$ cat config.mk
export PLATFORM = sky130hd
export DESIGN_NAME = dcache_port_arbiter
export DESIGN_NICKNAME = d
export VERILOG_FILES = /design/src/rtl/dcache_port_arbiter.sv
export SDC_FILE = /design/constraint.sdc
export NUM_CORES = 1
export LEC_CHECK = 0
export ABC_CLOCK_PERIOD_IN_PS = 3800
export CORE_ASPECT_RATIO = 1.2
export CORE_MARGIN = 2
export CORE_UTILIZATION = 43
export CTS_CLUSTER_SIZE = 25
export DETAILED_ROUTE_END_ITERATION = 16
export PLACE_DENSITY = 0.78
export SLEW_MARGIN = 30
export SYNTH_ARGS = -nofsm -noshare
export SYNTH_HDL_FRONTEND = slang
export SYNTH_SLANG_ARGS = --single-unit
$ cat constraint.sdc
create_clock -name clk -period 3.8 [get_ports clk]
set_clock_uncertainty 0.05 [all_clocks]
set_input_delay 0.95 -clock clk [delete_from_list [all_inputs] [get_ports clk]]
set_output_delay 0.95 -clock clk [all_outputs]
set_load 0.05 [all_outputs]
$ cat src/rtl/dcache_port_arbiter.sv
// ============================================================================
// Module   : dcache_port_arbiter
// Brief    : Round-robin arbiter sharing the dcache request port between the
//            EX load/store path (r0) and the cache-maintenance path (r1).
// Revision : 1.0 - initial release
// ============================================================================
`default_nettype none

module dcache_port_arbiter #(
    parameter int ADDR_W = 32,
    parameter int DATA_W = 32,
    parameter int STRB_W = 4
) (
    input  logic              clk,
    input  logic              rst,
    input  logic              flush,
    input  logic              r0_valid,
    input  logic              r0_op,
    input  logic [ADDR_W-1:0] r0_addr,
    input  logic [DATA_W-1:0] r0_wdata,
    input  logic [STRB_W-1:0] r0_wstrb,
    output logic              r0_addr_ok,
    input  logic              r1_valid,
    input  logic              r1_is_cacop,
    input  logic              r1_is_preld,
    input  logic [4:0]        r1_cacop_code,
    input  logic [ADDR_W-1:0] r1_addr,
    output logic              r1_addr_ok,
    output logic              dc_valid,
    output logic              dc_op,
    output logic [ADDR_W-1:0] dc_addr,
    output logic [DATA_W-1:0] dc_wdata,
    output logic [STRB_W-1:0] dc_wstrb,
    output logic              dc_is_cacop,
    output logic              dc_is_preld,
    output logic [4:0]        dc_cacop_code,
    input  logic              dc_addr_ok,
    output logic              busy
);

    typedef enum logic [1:0] {
        S_IDLE  = 2'd0,
        S_HOLD0 = 2'd1,
        S_HOLD1 = 2'd2
    } state_t;

    localparam logic [STRB_W-1:0] c_FULL_STRB = {STRB_W{1'b1}};

    state_t            r_state, w_state_nxt;
    logic              r_rr_ptr, w_rr_nxt;
    logic              r_kill, w_kill_nxt;
    logic              w_capture;

    logic              r_h_op;
    logic [ADDR_W-1:0] r_h_addr;
    logic [DATA_W-1:0] r_h_wdata;
    logic [STRB_W-1:0] r_h_wstrb;
    logic              r_h_is_cacop;
    logic              r_h_is_preld;
    logic [4:0]        r_h_code;

    logic              w_grant0, w_grant1;
    logic              w_req_op;
    logic [ADDR_W-1:0] w_req_addr;
    logic [DATA_W-1:0] w_req_wdata;
    logic [STRB_W-1:0] w_req_wstrb;
    logic              w_req_is_cacop;
    logic              w_req_is_preld;
    logic [4:0]        w_req_code;

    // Grants are suppressed while reset is asserted so an async reset mid-hold
    // drops dc_valid immediately even with requesters still valid.
    always_comb begin
        w_grant0 = 1'b0;
        w_grant1 = 1'b0;
        if (!rst && !flush) begin
            w_grant0 = r0_valid && (!r1_valid || !r_rr_ptr);
            w_grant1 = r1_valid && (!r0_valid ||  r_rr_ptr);
        end
    end

    always_comb begin
        w_req_op       = r0_op;
        w_req_addr     = r0_addr;
        w_req_wdata    = r0_wdata;
        w_req_wstrb    = r0_wstrb;
        w_req_is_cacop = 1'b0;
        w_req_is_preld = 1'b0;
        w_req_code     = 5'd0;
        if (w_grant1) begin
            w_req_op       = 1'b0;
            w_req_addr     = r1_addr;
            w_req_wdata    = '0;
            w_req_wstrb    = c_FULL_STRB;
            w_req_is_cacop = r1_is_cacop;
            w_req_is_preld = r1_is_preld;
            w_req_code     = r1_cacop_code;
        end
    end

    always_comb begin
        w_state_nxt   = r_state;
        w_rr_nxt      = r_rr_ptr;
        w_kill_nxt    = r_kill;
        w_capture     = 1'b0;
        dc_valid      = 1'b0;
        dc_op         = 1'b0;
        dc_addr       = '0;
        dc_wdata      = '0;
        dc_wstrb      = c_FULL_STRB;
        dc_is_cacop   = 1'b0;
        dc_is_preld   = 1'b0;
        dc_cacop_code = 5'd0;
        r0_addr_ok    = 1'b0;
        r1_addr_ok    = 1'b0;
        case (r_state)
            S_IDLE: begin
                if (w_grant0 || w_grant1) begin
                    dc_valid      = 1'b1;
                    dc_op         = w_req_op;
                    dc_addr       = w_req_addr;
                    dc_wdata      = w_req_wdata;
                    dc_wstrb      = w_req_wstrb;
                    dc_is_cacop   = w_req_is_cacop;
                    dc_is_preld   = w_req_is_preld;
                    dc_cacop_code = w_req_code;
                    if (dc_addr_ok) begin
                        r0_addr_ok = w_grant0;
                        r1_addr_ok = w_grant1;
                        w_rr_nxt   = w_grant0;
                    end else begin
                        w_capture   = 1'b1;
                        w_state_nxt = w_grant1 ? S_HOLD1 : S_HOLD0;
                    end
                end
            end
            S_HOLD0, S_HOLD1: begin
                dc_valid      = 1'b1;
                dc_op         = r_h_op;
                dc_addr       = r_h_addr;
                dc_wdata      = r_h_wdata;
                dc_wstrb      = r_h_wstrb;
                dc_is_cacop   = r_h_is_cacop;
                dc_is_preld   = r_h_is_preld;
                dc_cacop_code = r_h_code;
                if (dc_addr_ok) begin
                    // A flush in the accept cycle kills the ack just like an earlier one.
                    r0_addr_ok  = (r_state == S_HOLD0) && !r_kill && !flush;
                    r1_addr_ok  = (r_state == S_HOLD1) && !r_kill && !flush;
                    w_rr_nxt    = (r_state == S_HOLD0);
                    w_kill_nxt  = 1'b0;
                    w_state_nxt = S_IDLE;
                end else if (flush) begin
                    w_kill_nxt = 1'b1;
                end
            end
            default: begin
                w_state_nxt = S_IDLE;
            end
        endcase
    end

    always_ff @(posedge clk or posedge rst) begin
        if (rst) begin
            r_state      <= S_IDLE;
            r_rr_ptr     <= 1'b0;
            r_kill       <= 1'b0;
            r_h_op       <= 1'b0;
            r_h_addr     <= '0;
            r_h_wdata    <= '0;
            r_h_wstrb    <= '0;
            r_h_is_cacop <= 1'b0;
            r_h_is_preld <= 1'b0;
            r_h_code     <= 5'd0;
        end else begin
            r_state  <= w_state_nxt;
            r_rr_ptr <= w_rr_nxt;
            r_kill   <= w_kill_nxt;
            if (w_capture) begin
                r_h_op       <= w_req_op;
                r_h_addr     <= w_req_addr;
                r_h_wdata    <= w_req_wdata;
                r_h_wstrb    <= w_req_wstrb;
                r_h_is_cacop <= w_req_is_cacop;
                r_h_is_preld <= w_req_is_preld;
                r_h_code     <= w_req_code;
            end
        end
    end

    assign busy = (r_state != S_IDLE);

endmodule

`default_nettype wire

== Word level (Yosys, flattened, before mapping) ==
Cells that the tools add are included.

* Output and inout port bits: 80
* ROM bits: 0
* Latch bits: 0
* Word-level logic and storage cells: 87
* Input port bits: 114
* Register bits: 80
* Memories kept: 0
* Bits in writable memories: 0

* Reduce and logical (&&, ||, !) cells: 24
* Muxes and demuxes: 47
* Div/mod/pow operators: 0
* Magnitude comparators: 0
* Shifts and indexed selects: 0
* Bitwise gates (word level): 0
* $mul: 0
* Add/subtract/negate cells: 0
* Eq/ne operators: 6

{| class="wikitable"
|+ Operator list
! operator !! number
|-
| 32-bit two-way mux || 4
|-
| 32-bit one-hot mux with 2 select lines || 2
|-
| 1-bit two-way mux || 23
|-
| 1-bit one-hot mux with 2 select lines || 7
|-
| 5-bit two-way mux || 2
|-
| 5-bit one-hot mux with 2 select lines || 1
|-
| 2-bit two-way mux || 4
|-
| 4-bit two-way mux || 2
|-
| 2-bit != test (second input constant) || 4
|-
| 4-bit one-hot mux with 2 select lines || 1
|-
| 1-bit logical AND || 7
|-
| 1-bit zero test || 6
|-
| 2-bit nonzero test || 3
|-
| 2-bit one-hot mux with 2 select lines || 1
|-
| 4-bit AND reduction || 1
|-
| 1-bit logical OR || 3
|-
| 3-bit AND reduction || 1
|-
| 2-bit by 1-bit equality test with 1-bit output (second input constant) || 1
|-
| 2-bit equality test (second input constant) || 1
|-
| 2-bit zero test || 1
|-
| 2-bit AND reduction || 1
|-
| 2-bit OR reduction || 1
|}

== Logic depth before layout (Yosys ltp) ==
* Depth in word-level cells: 8
* Depth in mapped cells: 9
* Depth with buffers taken out: 6

== Worst setup path after synthesis ==
No wires, ideal clock.

* Kind: input port to output port
* Start: input rst
* End: output dc_addr[0]
* Required time: 2.800 ns
* Stages on the path: 5
* Arrival: 3.163 ns
* Path buffers: 2
* Path slack: -0.363 ns
* Path through: or3b_1 > clkbuf_1 > or3_1 > clkbuf_1 > o21ai_0

* Cells in the longest elaborated chain, start to end: 6
* Elaborated cells on any way between the ends: 8
* Classes of those cells: 5 x mux; 3 x reduce/logical

{| class="wikitable"
|+ RTL lines
! element !! line !! RTL
|-
| start, declared || 15 || <nowiki>input logic rst,</nowiki>
|-
| 1-bit zero test (no source line) * || -- ||
|-
| 1-bit logical AND * || 76 || <nowiki>if (!rst && !flush) begin</nowiki>
|-
| 1-bit two-way mux || 76 ||
|-
| 32-bit two-way mux or 1-bit logical OR (tied branches) || 90, 118 ||
|-
| 32-bit two-way mux * || 118 || <nowiki>if (w_grant0 || w_grant1) begin</nowiki>
|-
| 32-bit one-hot mux with 2 select lines * || 116 || <nowiki>case (r_state)</nowiki>
|-
| end, declared || 31 || <nowiki>output logic [ADDR_W-1:0] dc_addr,</nowiki>
|}

Mark *: on every way between the ends. The rest lies on a longest branch, timed or not.

== Worst setup path in the final report ==
* Start: input r1_valid
* End: output dc_wdata[1]

* Cells in the longest elaborated chain, start to end: 7
* Elaborated cells on any way between the ends: 10
* Classes of those cells: 5 x mux; 5 x reduce/logical

{| class="wikitable"
|+ RTL lines
! element !! line !! RTL
|-
| start, declared || 23 || <nowiki>input logic r1_valid,</nowiki>
|-
| 1-bit zero test || 77 || <nowiki>w_grant0 = r0_valid && (!r1_valid || !r_rr_ptr);</nowiki>
|-
| 1-bit logical OR || 77 ||
|-
| 1-bit logical AND || 77 ||
|-
| 1-bit two-way mux || 76 ||
|-
| 1-bit logical OR || 118 ||
|-
| 32-bit two-way mux * || 118 ||
|-
| 32-bit one-hot mux with 2 select lines * || 116 ||
|-
| end, declared || 32 || <nowiki>output logic [DATA_W-1:0] dc_wdata,</nowiki>
|}

Marks and branches as above.

==> results.md <==
* Status: finished, final reports clean
* CP startpoint kind: primary input
* Mapped Avg Cell Area at 8.51 µm²
* Max Freq at ~270 MHz
* Synth Net Count at roughly 660
* Core Util, Final at roughly 78%
* Max rail drop VDD at between 500 and 600 µV
* Final hold violation count at 0
* Vias in the first global route at approximately 5300
* Seq cells post-synth at 80
* Post-route DRC violation count at 0
* First-pass GRT wire length at about 25000 µm
* RSZ-0062 raised after global routing: false
* CTS HTree Levels at 3
* Netlist cell types at 30
* Tcrit/Tclk final at roughly 96%
* Pleak at 3.70 nW
* Grt total ovfl at 0
* Multiplexer share of the synthesized area at approximately 7.2%
* Cell Chain, Critical Path: clkdlybuf4s50_1 -> a21boi_1 -> nor2b_4 -> buf_12 -> buf_12 -> a22oi_1 -> nor2_1 -> buf_12
* Core Region at roughly 11000 µm²
* Nets@finish at just under 900
* Relative slew slack at a little under half
* Initial core utilization at around 44%
* Cell row count at ~40
* Top cell by count, worst path: buf_12
* CTS root buffer: clkbuf_16
* Routed WL at ~16000 µm
* Via count at just over 5000
* Simple-Gate Fraction of Synth Area at between 10% and 20%
* Post-Synth Adder-Cell Area at under 10%
* CTS tree: yes
* Clk Latency, worst-skew pair at roughly 320 ps
* Synth-to-layout area growth at 78.1%
* Xor/xnor share of the synthesized area at 0%
* Slew Limit Fails at 0
* Deepest clock path buffer count at 2
* Number of synthesized flops with an enable pin at 0
* Cts bufs inserted at 9
* Clk slew on worst S/H paths at roughly 60 ps
* Async SR Flop Fraction at between 90% and 100%
* Layout fillers at 662
* Hold Path Class: flip-flop to flip-flop
* Antenna violations before repair at 2
* Hold WS at about 460 ps
* Finished Layout Cells at around 890
* CP Class: primary input to primary output
* Final GP Congestion at roughly 0.83
* Drt first pass iters at 5
* I/O pin total at between 150 and 200
* Vias/cell at between 5 and 6
* Final setup fails at 0
* Synth Area in Compound Gates at between 20 and 30%
* Die Y-Extent at 118 µm
* CP peak stage delay at roughly 500 ps
* Critical Path End Type: primary output
* Slew @ Worst Pin at about 800 ps
* DPL Wire Length at between 10000 and 15000 µm
* Seq/Total Area, Yosys at ~43%
* Largest net degree at the start of global routing at 53
* WL per Instance at between 15 and 20 µm
* Arrival @ worst endpoint at ~2700 ps
* Syn. warnings at 0
* Layout cell share with drive strength beyond 1 at around a quarter
* Largest family of logic cells by synthesized area: compound AO/OA/AOI/OAI gates
* Crit path required time at around 2800 ps
* Die ar. at 11600 µm²
* Placed Instances at roughly 870
* Max Cap Viol at 0
* Critical path fanouts, max at 9
* Power density over the cells at about 850 nW/µm²
* Cell Area, Synth at approximately 4600 µm²
* Clock sink count at 80
* Post-Synthesis Cells at approximately 540
* Main synth FF type: dfrtp_1
* Routed Antenna Nets at 0
* Input/output buffers at 193
* Die width at just under 100 µm
* Minimum clock period at about 3700 ps
* Starting DRT DRC Count at about 370
* Pwr Total at around 0.0070 W
* Slowest cell on the critical path: clkdlybuf4s50_1
* Gr usage total at between 20% and 30%
[state kept, by name, summed over array words and instances (netlist names)]
name          cells
r_h_code          5
r_h_addr         32
r_h_is_preld      1
r_kill            1
r_h_is_cacop      1
r_h_wdata        32
r_h_op            1
r_h_wstrb         4
r_rr_ptr          1
r_state           2
[per-layer routing]
layer	up-vias	share of wire (%)	track usage (%)	wire [µm]
met5	-	0	0	0
met4	0	2.1	8.99	342
met3	35	8.3	6.41	1330
met2	268	51	44.5	8160
met1	2474	39	32.5	6230
li1	2356	-	-	-
[area by class of cell]
class	instances	area (µm²)	share of cell area [%]
antenna	2	5.00	0.0607
clock buffer	13	270	3.28
clock inverter	2	37.5	0.456
inverter	6	23.8	0.288
multi-input combinational	409	2490	30.2
sequential	80	2000	24.3
tap	129	161	1.96
timing repair buffer	253	3250	39.5
[report_power, final]
group          internal [W]  switching (W)  total, W
sequential          0.00124       0.000240   0.00148
combinational       0.00218        0.00250   0.00468
clock              0.000559       0.000320  0.000879
total               0.00397        0.00306   0.00703
[synth_stat cells (all sizes together), types with 4 or more instances]
cell	n	area share [%]
a21oi	72	7.8
a22o	40	7.6
a22oi	41	6.7
buf	18	2.7
clkbuf	31	2.5
dfrtp	80	43
ha	4	1.1
inv	6	0.49
mux2i	32	6.9
nand2	75	6.1
nor2	83	6.9
nor3	5	0.76
o21ai	39	4.2
o22a	4	0.76
or3	4	0.65
[per-stage QoR]
step                TNS, ps  worst slack, ps  area [µm²]
CTS                   -2.73            -2.73        8110
global placement       -176            -42.2        7770
finish                    0              135        8240
detailed placement     -959            -92.1        7770
floorplan            -11260             -363        4670
global route              0             39.6        8240
[final timing paths]
check,from,end,slack (ps),cells after the start
min in group asynchronous,rst,r_h_wdata[15]$_DFFE_PP0P_,760,3
max in group asynchronous,rst,r_h_addr[18]$_DFFE_PP0P_,2210,4
min reg2reg,r_h_wstrb[1]$_DFFE_PP0P_,r_h_wstrb[1]$_DFFE_PP0P_,460,1
max,r1_valid,dc_wdata[1],130,8
max reg2reg,r_state[0]$_DFFE_PP0P_,r_h_wdata[31]$_DFFE_PP0P_,1250,8
min,r_h_wstrb[1]$_DFFE_PP0P_,r_h_wstrb[1]$_DFFE_PP0P_,460,1
[worst max-delay path: cells and delay by family]
kind / cells / cell delay, ps
AOI/OAI and AO/OA: 2 / 330
buffers and inverters: 4 / 930
and+or+nand+nor: 2 / 440
[timing repair]
action / in CTS / in global routing
gates cloned: 0 / 4
resized for setup: 33 / 16
hold buffers: 0 / 0
endpoints found under the setup margin: 55 / 72
pin swaps: 1 / 6
buffers inserted: 0 / 1
[layout by cell type, fill, tap and decap left out, types with 28 or more instances in the layout]
master / count
a21oi_1: 72
a22o_1: 40
a22oi_1: 41
buf_12: 81
buf_4: 53
clkdlybuf4s50_1: 112
dfrtp_1: 80
mux2i_1: 32
nand2_1: 75
nor2_1: 50
nor2_2: 31
o21ai_1: 28
[logic make-up after synthesis]
kind of cell / Yosys count
AO/OA/AOI/OAI: 199
adder cells (fa/ha/maj): 4
buffers and inverters: 55
flip-flops: 80
multiplexers: 33
AND/OR/NAND/NOR: 173
Note: power is estimated with default switching activity, not from simulation.
